--- config.mk ---
export PLATFORM = sky130hd
export DESIGN_NAME = umul_sat_acc
export DESIGN_NICKNAME = d
export VERILOG_FILES = /design/src/rtl/umul_sat_acc_pkg.sv /design/src/rtl/umul_sat_acc_sat_add.sv /design/src/rtl/umul_sat_acc.sv
export SDC_FILE = /design/constraint.sdc
export NUM_CORES = 1
export LEC_CHECK = 0
export ABC_AREA = 1
export BUFFER_PORTS_ARGS = -buffer_cell sky130_fd_sc_hd__buf_2
export CAP_MARGIN = 20
export CORE_MARGIN = 4
export CORE_UTILIZATION = 46
export DETAILED_ROUTE_END_ITERATION = 8
export GPL_ROUTABILITY_DRIVEN = 0
export GPL_TIMING_DRIVEN = 0
export PLACE_DENSITY = 0.8
export RECOVER_POWER = 25
export SKIP_CTS_REPAIR_TIMING = 1
export SKIP_LAST_GASP = 1
export SLEW_MARGIN = 0
export SYNTH_ARGS = -nofsm -noshare
export SYNTH_HDL_FRONTEND = slang
export SYNTH_SLANG_ARGS = --single-unit
--- constraint.sdc ---
create_clock -name clk -period 3.25 [get_ports clk]
set_input_delay 0.8125 -clock clk [delete_from_list [all_inputs] [get_ports clk]]
set_output_delay 0.8125 -clock clk [all_outputs]
set_load 0.1 [all_outputs]
--- src/rtl/umul_sat_acc_pkg.sv ---
// Shared scalar typedefs and the frame FSM state type for the multiplier
// post-processing stages.
package umul_sat_acc_pkg;

  typedef logic        bool;
  typedef logic [7:0]  u8;
  typedef logic [15:0] u16;
  typedef logic [9:0]  u10;

  typedef enum logic [0:0] {
    ACCUM = 1'b0,
    DONE  = 1'b1
  } acc_state_e;

endpackage

--- src/rtl/umul_sat_acc_sat_add.sv ---
// Combinational unsigned saturating adder; clamps to all ones on carry-out.
module sat_add #(
  parameter int WIDTH = 10
) (
  input  logic [WIDTH-1:0] a,
  input  logic [WIDTH-1:0] b,
  output logic [WIDTH-1:0] sum,
  output logic             sat
);

  logic [WIDTH:0] full;

  always_comb begin
    full = {1'b0, a} + {1'b0, b};
    sat  = full[WIDTH];
    sum  = full[WIDTH] ? '1 : full[WIDTH-1:0];
  end

endmodule

--- src/rtl/umul_sat_acc.sv ---
// Frame accumulator behind the saturating multiplier: sums ACC_LEN products
// with saturation, counts overflowed inputs, and hands the result out on valid/ready.
module umul_sat_acc
  import umul_sat_acc_pkg::*;
#(
  parameter int DATA_WIDTH = 8,
  parameter int ACC_LEN    = 8,
  parameter int ACC_WIDTH  = 10
) (
  input  logic                           clk,
  input  logic                           rst,
  input  logic                           in_valid,
  output logic                           in_ready,
  input  logic [DATA_WIDTH-1:0]          in_prod,
  input  logic [DATA_WIDTH-1:0]          in_ov,
  input  logic                           in_sig_ov,
  input  logic                           clear,
  output logic                           out_valid,
  input  logic                           out_ready,
  output logic [ACC_WIDTH-1:0]           acc_out,
  output logic                           acc_sat,
  output logic [$clog2(ACC_LEN+1)-1:0]   ov_cnt
);

  localparam int CNT_W = $clog2(ACC_LEN + 1);

  localparam logic [0:0] S_ACCUM = 1'b0;
  localparam logic [0:0] S_DONE  = 1'b1;

  logic [0:0]           state;
  logic [CNT_W-1:0]     cnt;
  bool                  accept;
  logic [ACC_WIDTH-1:0] add_sum;
  logic                 add_sat;

  assign in_ready  = (state == S_ACCUM) && !clear;
  assign out_valid = (state == S_DONE);
  assign accept    = in_valid && in_ready;

  sat_add #(
    .WIDTH(ACC_WIDTH)
  ) u_sat_add (
    .a  (acc_out),
    .b  (ACC_WIDTH'(in_prod)),
    .sum(add_sum),
    .sat(add_sat)
  );

  // acc_out doubles as the running accumulator, so the result is visible
  // one cycle after the last accept with no extra output register.
  always_ff @(posedge clk or posedge rst) begin
    if (rst) begin
      state   <= S_ACCUM;
      cnt     <= '0;
      acc_out <= '0;
      acc_sat <= 1'b0;
      ov_cnt  <= '0;
    end else if (clear) begin
      state   <= S_ACCUM;
      cnt     <= '0;
      acc_out <= '0;
      acc_sat <= 1'b0;
      ov_cnt  <= '0;
    end else begin
      case (state)
        S_ACCUM: begin
          if (accept) begin
            acc_out <= add_sum;
            acc_sat <= acc_sat | add_sat;
            if (in_sig_ov) ov_cnt <= ov_cnt + CNT_W'(1);
            if (cnt == CNT_W'(ACC_LEN - 1)) begin
              cnt   <= '0;
              state <= S_DONE;
            end else begin
              cnt <= cnt + CNT_W'(1);
            end
          end
        end
        default: begin
          if (out_ready) begin
            state   <= S_ACCUM;
            acc_out <= '0;
            acc_sat <= 1'b0;
            ov_cnt  <= '0;
          end
        end
      endcase
    end
  end

  // The multiplier only reports excess bits alongside its overflow flag.
  assert property (@(posedge clk) disable iff (rst)
    (accept && !in_sig_ov) |-> (in_ov == '0));

endmodule
# --- Word-level counts from Yosys, hierarchy flattened ---
# Cells that the tools add are included.
word_totals:
  in_bits: 22
  regBits: 20
  output_inout_bits: 17
classes:
  mux: 23
  n_bitwise: 2
  addsub: 3
  eq_ne: 3
  n_reduce_logical: 9
ops:
  columns: ["op", "n"]
  rows:
  - ["$mux 10", 5]
  - ["$mux 4", 9]
  - ["$add 10x8->11", 1]
  - ["$mux 1", 9]
  - ["$add 4x1->4 const B", 2]
  - ["$reduce_bool 3->1", 2]
  - ["$eq 4x3->1 const B", 1]
  - ["$reduce_and 2->1", 2]
  - ["$ne 3x3->1 const B", 1]
  - ["$reduce_and 3->1", 1]
  - ["$logic_and 1x1->1", 2]
  - ["$ne 2x2->1 const B", 1]
  - ["$reduce_bool 2->1", 1]
  - ["$logic_not 1->1", 1]
  - ["$not 1->1", 1]
  - ["$or 1x1->1", 1]

# --- Depth between registers and ports, before layout ---
# Gate-level depths: netlist of run 1.
logic_depth:
  depth_word: 6
  mapped_depth: 10
  depth_no_buf: 10

# --- By module ---
# A second synthesis of run 1 with hierarchy kept.
hier_totals:
  cells_unflattened: 211
  area_unflattened_um2: 1565.3
by_module_without_submodules:
  columns: ["mod", "n_inst", "area_per_inst_um2", "cells_each"]
  rows:
  - ["umul_sat_acc", 1, 922.1, 92]
  - ["sat_add", 1, 643.1, 119]

# --- Worst setup path after synthesis of run 1 ---
# Ideal clock, no wire load.
synth_path:
  kind: "register to output"
  startpoint: "register state (netlist: out_valid)"
  endpoint: "output in_ready"
  path_stages_with_launch: 2
  t_required_ps: 2438
  arrival_ps: 2266
  path_slack_ps: 171
  path_buffers: 0
  path_cell_list: "dfrtp_1 -> nor2_1"
synth_via:
  elab_chain_len: 2
synth_rtl:
  columns: ["item", "line_no", "text"]
  rows:
  - ["start, declared", "umul_sat_acc.sv:30", "logic [0:0] state;"]
  - ["start signal, assigned", "umul_sat_acc.sv:53", "state <= S_ACCUM;"]
  - ["start signal, assigned", "umul_sat_acc.sv:59", "state <= S_ACCUM;"]
  - ["start signal, assigned", "umul_sat_acc.sv:73", "state <= S_DONE;"]
  - ["$not 1->1", null, null]
  - ["$logic_and 1x1->1", "umul_sat_acc.sv:36", "assign in_ready = (state == S_ACCUM) && !clear;"]
  - ["end, declared", "umul_sat_acc.sv:13", "output logic in_ready,"]
# Every way passes these cells.

# --- Worst setup path after layout of run 1 ---
layout_path:
  startpoint: "input clear"
  endpoint: "output in_ready"
layout_via:
  elab_chain_len: 2
layout_rtl:
  columns: ["item", "line_no", "text"]
  rows:
  - ["start, declared", "umul_sat_acc.sv:17", "input logic clear,"]
  - ["$logic_not 1->1", "umul_sat_acc.sv:36", null]
  - ["$logic_and 1x1->1", "umul_sat_acc.sv:36", null]
# Every way passes these cells.

==> metrics, run 1 <==
reg2reg path depth=10; Syn Inst Count=195; Synth area leader=dfrtp_1; outcome=finished clean; WL per Instance=11.08 um; Final Setup Violations=0; FF-to-FF Start=acc_out[0]; M3 GR Usage=0.02487; syn avg cell area=7.154 um2; Hold Fails Final Rpt=0; IO Port Bufs=30; Worst Path Arrival=1620 ps; Die ar.=3978 um2; routed wire length=2870 um; grt met2 use=0.2596; first-pass iteration count of the detailed router=4; GR Overflow Total=0; total number of vias=1274; 1st-iter DRT viols=86; Synth cell types=23; skew final=2.243 ps; Rows=19; via/cell ratio=4.919; Crit Path Class=input pin to primary output; layout cells sized above 1=0.1886; worst slew pin tran=761.2 ps; DIE HEIGHT=63.07 um; TNS Setup=0 ps; Synth warnings=0; fmax=410.3 MHz; Initial Util=0.4931; CTS Buffer Depth=2; TritonCTS Buffers=3; Synth area leaders=dfrtp_1 (36%), nand2_1 (20%), ha_1 (9.0%), inv_1 (7.5%), nand3_1 (6.1%); Slew HR=0.4920; post-synthesis register bit count=20; nets=263; Clock Pin Slew Worst Setup and Hold Paths=100 ps; top cell type's share of synthesized area=0.3587; global-route wire length before repair=5119 um; Slew Limit Fails=0; post-route ant nets=0; GRT Total Usage=0.1592; most frequent cells in the layout=nand2_1 (74), buf_2 (29), inv_1 (28); initial antenna violation count=0; RSZ-0062 raised after global routing=false; CP Launch Type=input pin; post-DP HPWL=2234 um; Leak=0.9741 nW; RR Endpoint=acc_out[5]; maxcap violations=0; maximum vdd drop=0.0002278 V; register area share after synthesis=0.3587; min Tclk post-route=2437 ps; R2R setup slack=1380 ps; GRT busiest layer=met2; Final WS setup=812.7 ps; CTS Sinks=20; HP Start=acc_out[6]; ant diodes=0; vias in the first global route=1182; M1 GR Usage=0.2097; Syn-to-layout area delta=15.07%; cell count of the worst hold path=2; clock latency at the later pin of the worst-skew pair=300 ps; Synthesized Nets=228; I/O pin cnt=39; post-route clock period utilization=0.7500; largest net degree at the start of global routing=21; Die Width=63.07 um; most common cell after layout, fill and taps aside=nand2_1; Worst Hold Endpoint=acc_out[6]; Core Box Area=2829 um2; CTS tree=done; peak fanout along the critical path=4; worst slack at placement=819.3 ps; Post-Syn Area=1395 um2; Power per Cell Area=474.1 nW/um2; drt drc=0; Root Buffer=clkbuf_4; CTS H-tree depth=1; Hold Crit Class=register to register; Worst Path Required=2440 ps; critical path endpoint category=primary output
critical path, cell delays in order:
cell and delay, ps:
clkbuf_1 120, nor2_1 210, buf_2 470
synth_stat cells:
| cell | count |
|---|---|
| nand2_1 | 74 |
| inv_1 | 28 |
| dfrtp_1 | 20 |
| nand3_1 | 17 |
| nor2_1 | 13 |
| ha_1 | 10 |
| a21oi_1 | 5 |
| nand2_2 | 4 |
| o21ai_0 | 4 |
| xor2_1 | 3 |
| nand3_2 | 2 |
| nand4_1 | 2 |
| o31ai_1 | 2 |
| xnor2_1 | 2 |
| a21boi_0 | 1 |
| a21oi_2 | 1 |
| clkbuf_8 | 1 |
| clkinv_1 | 1 |
| fa_1 | 1 |
| nand3_4 | 1 |
| nor2_2 | 1 |
| o21ai_1 | 1 |
| o21ai_2 | 1 |
where the power goes:
part	internal (mW)	leakage [nW]	switching [mW]	total, mW
Sequential	0.277	0.269	0.0277	0.304
Combinational	0.0854	0.691	0.254	0.339
Clock	0.0433	0.0138	0.0743	0.118
Total	0.405	0.974	0.356	0.761
registers in the layout, indices dropped and copies added (netlist names):
name       flops
acc_out       10
cnt            4
out_valid      1
acc_sat        1
ov_cnt         4
logic make-up after synthesis:
group / after synthesis / synth area share
adders and majority gates: 11 / 0.1040
buffers and inverters: 30 / 0.08789
DFF: 20 / 0.3587
and+or+nand+nor: 114 / 0.3534
AOI/OAI and AO/OA: 15 / 0.06457
xor gates and xnor gates: 5 / 0.03140
layout make-up:
| class | count | area, um2 |
|---|---|---|
| plain buffers | 1 | 13.76 |
| clock buffers | 3 | 22.52 |
| fillers | 281 | 1224 |
| inverters | 29 | 108.9 |
| multi-input cells | 145 | 772.0 |
| flip-flops and latches | 20 | 500.5 |
| well taps | 31 | 38.79 |
| repair buffers | 30 | 148.9 |
worst max-delay path by stage:
stage,slack (ps),to,cells after the start,from
4_1_cts,810,in_ready,3,clear
5_1_grt,750,in_ready,3,clear
3_5_place_dp,820,in_ready,3,clear
2_1_floorplan,170,in_ready,1,out_valid
6_report,810,in_ready,3,clear
3_3_place_gp,820,in_ready,3,clear
routing by layer:
layer,share of wire,vias to the layer above
li1,-,675
met1,0.46,567
met2,0.47,27
met3,0.048,5
met4,0.018,0
met5,0,-
through the flow:
step | total power [mW] | instances | instance area (um2) | hold WS, ps | util
floorplan | 0.5865 | 195 | 1395 | 467.9 | -
global placement | 0.6446 | 256 | 1584 | 489.5 | 0.5599
detailed placement | 0.6504 | 256 | 1584 | 496.2 | 0.5599
CTS | 0.7669 | 259 | 1607 | 522.7 | 0.5679
global route | 0.8198 | 259 | 1605 | 564.8 | 0.5674
finish | 0.7611 | 259 | 1605 | 513.4 | 0.5674
Note: power is estimated with default switching activity, not from simulation.
==> run 2, diff against run 1 <==
--- a/config.mk
+++ b/config.mk
@@ -13,7 +13,7 @@
 export DETAILED_ROUTE_END_ITERATION = 8
 export GPL_ROUTABILITY_DRIVEN = 0
 export GPL_TIMING_DRIVEN = 0
-export PLACE_DENSITY = 0.8
+export PLACE_DENSITY = 0.83
 export RECOVER_POWER = 25
 export SKIP_CTS_REPAIR_TIMING = 1
 export SKIP_LAST_GASP = 1
==> constraint.sdc (replaced) <==
create_clock -name clk -period 2 [get_ports clk]
set_input_delay 0.5 -clock clk [delete_from_list [all_inputs] [get_ports clk]]
set_output_delay 0.5 -clock clk [all_outputs]
set_load 0.1 [all_outputs]
==> run 2 against run 1 <==
Net effect: clock power grew to 2.9 times the previous value; global-route usage is 0.31 points higher; sequential share of layout area is 0.44 points lower; utilization is 2.4 points higher; critical endpoint is now acc_out[8]; clock skew hardly changed; count of clock-buffer cells in the layout stayed put; critical path depth is 2 lower; cell area is 4.2% higher; non-clock buffer count stayed put; combinational power is 65% higher; die area stayed put; first-iteration DRC count is 41% lower.
==> metrics, run 2 (synthesized netlist as in run 1, its figures left out) <==
Crit path largest cell delay=560 ps; placed cells=256; clock latency at the later pin of the worst-skew pair=310 ps; Most flops, register=acc_out; top sig layer=met4; layout cells sized above 1=0.2489; maxcap violations=0; met3 WL=91 um; GR Overflow Total=0; min Tclk post-route=1864 ps; fmax=536.5 MHz; worst slack at placement=-16.56 ps; most common cell after layout, fill and taps aside=nand2_1; Leak=0.9760 nW; vias in the first global route=1278; Crit Path Class=register to primary output; ant diodes=0; Power per Cell Area=837.1 nW/um2; wl on met1=1491 um; Die Width=63.07 um; Root Buffer=clkbuf_4; fin cells=260; Worst path top cell family by delay=flip-flops; CTS H-tree depth=1; total power=1.400 mW; Worst Path Required=1500 ps; Die ar.=3978 um2; CP Launch Type=register; Slew HR=0.4683; Hold Crit Class=input pin to asynchronous set/reset pin; maximum vdd drop=0.0004727 V; skew final=1.748 ps; Top Registers=acc_out (10), cnt (4), ov_cnt (4); critical path endpoint category=primary output; Hold Slack=319.3 ps; post-route ant nets=0; met2 WL post-DR=1479 um; total number of vias=1276; 1st-iter DRT viols=51; routed wire length=3075 um; Final WS setup=136.0 ps; WL per Instance=11.83 um; nets=263; largest net degree at the start of global routing=21; global-route wire length before repair=5340 um; GRT Total Usage=0.1623; initial antenna violation count=0; post-DP HPWL=2357 um; Core Box Area=2829 um2; CTS tree=done; outcome=finished clean; Rows=19; peak fanout along the critical path=8; CTS Sinks=20; max reg flops=10; Final Setup Violations=0; Slew Limit Fails=0; I/O pin cnt=39; Worst Path Arrival=1360 ps; TNS Setup=0 ps; crit path cell chain=buf_2; IO Port Bufs=30; via/cell ratio=4.908; Syn-to-layout area delta=19.91%; RSZ-0062 raised after global routing=false; TritonCTS Buffers=3; CP max-delay cell=dfrtp_1; post-route clock period utilization=0.9320; Hold Fails Final Rpt=0; Critical path buffers and inverters=1; Initial Util=0.4931; most frequent cells in the layout=nand2_1 (74), buf_2 (30), inv_1 (28); worst slew pin tran=796.7 ps; CTS Buffer Depth=2; DIE HEIGHT=63.07 um; drt drc=0; first-pass iteration count of the detailed router=4; Clock Pin Slew Worst Setup and Hold Paths=120 ps
==> run 2: path summary, 6_finish.rpt <==
kind                            start    endpoint  slack, ps  depth (start not counted)
setup / recovery           acc_out[8]  acc_out[8]        140                          1
hold / removal                    rst  acc_out[5]        320                          2
setup reg to reg           acc_out[0]  acc_out[6]        140                         10
hold reg to reg                cnt[0]      cnt[0]        510                          1
max in group asynchronous         rst  acc_out[0]       1110                          2
min in group clk            out_ready   out_valid        370                          2
==> run 2: final cells by class <==
type	count	area, um2
Tap cell	31	38.79
Multi-Input combinational cell	145	794.5
Buffer	1	13.76
Fill cell	280	1156
Clock buffer	3	22.52
Sequential cell	20	514.2
Inverter	29	108.9
Clock inverter	1	30.03
Timing Repair Buffer	30	150.1
==> run 2: where the power goes <==
part / internal (mW) / switching, mW / total, mW / leakage (nW)
combinational: 0.144 / 0.417 / 0.560 / 0.692
clock: 0.203 / 0.140 / 0.342 / 0.0279
sequential: 0.454 / 0.0442 / 0.498 / 0.256
total: 0.800 / 0.600 / 1.40 / 0.976
==> run 2: through the flow <==
| step | cell area (um2) | util |
|---|---|---|
| final | 1673 | 0.5913 |
| after global routing | 1673 | 0.5913 |
| after CTS | 1670 | 0.5904 |
| after detailed placement | 1618 | 0.5719 |
| after global placement | 1618 | 0.5719 |
| after floorplan | 1429 | - |
==> run 2: layer usage <==
metal / global-route usage / vias to the layer above
met3: 0.02487 / 2
met5: 0 / -
li1: - / 679
met1: 0.2130 / 574
met2: 0.2819 / 21
met4: 0.03306 / 0
==> run 3, diff against run 2 <==
--- a/config.mk
+++ b/config.mk
@@ -9,11 +9,11 @@
 export BUFFER_PORTS_ARGS = -buffer_cell sky130_fd_sc_hd__buf_2
 export CAP_MARGIN = 20
 export CORE_MARGIN = 4
-export CORE_UTILIZATION = 46
+export CORE_UTILIZATION = 45
 export DETAILED_ROUTE_END_ITERATION = 8
 export GPL_ROUTABILITY_DRIVEN = 0
 export GPL_TIMING_DRIVEN = 0
-export PLACE_DENSITY = 0.83
+export PLACE_DENSITY = 0.81
 export RECOVER_POWER = 25
 export SKIP_CTS_REPAIR_TIMING = 1
 export SKIP_LAST_GASP = 1
==> run 3 against run 2 <==
Net effect: first-iteration DRC count grew 73%; sequential share of layout area is the same; via count grew 2.8%.
==> metrics, run 3 (synthesized netlist as in run 1, its figures left out) <==
Critical path buffers and inverters=1; Leak=0.9760 nW; Final Setup Violations=0; R2R setup slack=150 ps; reg2reg path depth=10; GR Overflow Total=0; IO Port Bufs=30; Initial Util=0.4890; CTS Buffer Depth=2; Seq pwr share=0.355; ant diodes=0; total number of vias=1312; first-pass iteration count of the detailed router=4; Syn-to-layout area delta=19.91%; Root Buffer=clkbuf_4; outcome=finished clean; Worst Path Required=1500 ps; wl on met1=1429 um; maximum vdd drop=0.0003852 V; CP Launch Type=register; crit path cell chain=buf_2; Clk pwr share=0.245; CTS Sinks=20; Crit path largest cell delay=540 ps; Hold Crit Class=input pin to asynchronous set/reset pin; Worst path top cell family by delay=flip-flops; fmax=539.3 MHz; routed wire length=2980 um; Crit. path cell count=1; Most flops, register=acc_out; Power per Cell Area=839.2 nW/um2; maxcap violations=0; skew final=8.943 ps; initial antenna violation count=0; met2 WL post-DR=1384 um; Combinational Power Share=0.400; drt drc=0; worst slew pin tran=746.7 ps; Die ar.=4055 um2; 1st-iter DRT viols=88; Top Registers=acc_out (10), cnt (4), ov_cnt (4); Slew Limit Fails=0; RR Endpoint=acc_out[6]; final non-filler cell area=1673 um2; min Tclk post-route=1854 ps; TritonCTS Buffers=3; DIE HEIGHT=63.68 um; critical path endpoint category=primary output; GRT Total Usage=0.1624; clock latency at the later pin of the worst-skew pair=320 ps; Worst Path Arrival=1350 ps; Rows=19; post-route ant nets=0; CTS H-tree depth=1; largest net degree at the start of global routing=21; Core Box Area=2853 um2; most frequent cells in the layout=nand2_1 (74), buf_2 (30), inv_1 (28); nets=263; Clock Pin Slew Worst Setup and Hold Paths=130 ps; post-DP HPWL=2268 um; sw frac=0.4300; Hold Fails Final Rpt=0; P_sw=603.7 uW; Crit Path Class=register to primary output; global-route wire length before repair=5313 um; Slew HR=0.5017; Hold Slack=285.1 ps; total power=1.404 mW; CTS tree=done; I/O pin cnt=39; CP max-delay cell=dfrtp_1; most common cell after layout, fill and taps aside=nand2_1; post-route clock period utilization=0.9272; RSZ-0062 raised after global routing=false; FF-to-FF Start=acc_out[0]; Int Power=800.1 uW; placed cell area=1618 um2; via/cell ratio=5.046; vias in the first global route=1271; met3 WL=108 um; WL per Instance=11.46 um; peak fanout along the critical path=8; max reg flops=10; layout cells sized above 1=0.2489; top sig layer=met4; Die Width=63.68 um; fill cell count=261
==> run 3: cell counts in the layout (fill, tap and decap cells not counted) <==
Identical to the previous run, type by type.
==> run 3: final cells by class <==
type	count	area (um2)	share of cell area
Tap cell	31	38.79	0.02319
Multi-Input combinational cell	145	794.5	0.4749
Clock inverter	1	30.03	0.01795
Timing Repair Buffer	30	150.1	0.08975
Clock buffer	3	22.52	0.01346
Inverter	29	108.9	0.06507
Buffer	1	13.76	0.008227
Sequential cell	20	514.2	0.3074
==> run 3: worst max path at each step <==
stage | startpoint | end | slack, ps
global route | acc_out[0] | acc_out[6] | 20
global placement | in_prod[0] | acc_out[5] | -20
detailed placement | in_prod[0] | acc_out[6] | -40
floorplan | acc_out[0] | acc_out[9] | 20
CTS | acc_out[0] | acc_out[6] | 60
finish | acc_out[8] | acc_out[8] | 150
==> run 3: power groups by stage <==
stage / Combinational (mW) / Clock [mW] / Sequential (mW)
floorplan: 0.249 / 0 / 0.713
global placement: 0.551 / 0 / 0.504
detailed placement: 0.560 / 0 / 0.507
CTS: 0.564 / 0.341 / 0.499
global route: 0.621 / 0.353 / 0.508
finish: 0.561 / 0.344 / 0.499
==> run 3: per-stage QoR <==
step | worst slack (ps) | utilization | std cells | TNS [ps]
2_1_floorplan | 17.66 | - | 195 | 0
3_3_place_gp | -19.23 | 0.5671 | 256 | -52.59
3_5_place_dp | -42.15 | 0.5671 | 256 | -272.1
4_1_cts | 56.38 | 0.5855 | 260 | 0
5_1_grt | 21.02 | 0.5864 | 260 | 0
6_report | 145.7 | 0.5864 | 260 | 0
==> run 3: layer usage <==
| metal | vias up | global-route usage |
|---|---|---|
| met4 | 0 | 0.08356 |
| met3 | 5 | 0.01776 |
| met2 | 36 | 0.2568 |
| met5 | - | 0 |
| li1 | 679 | - |
| met1 | 592 | 0.2171 |
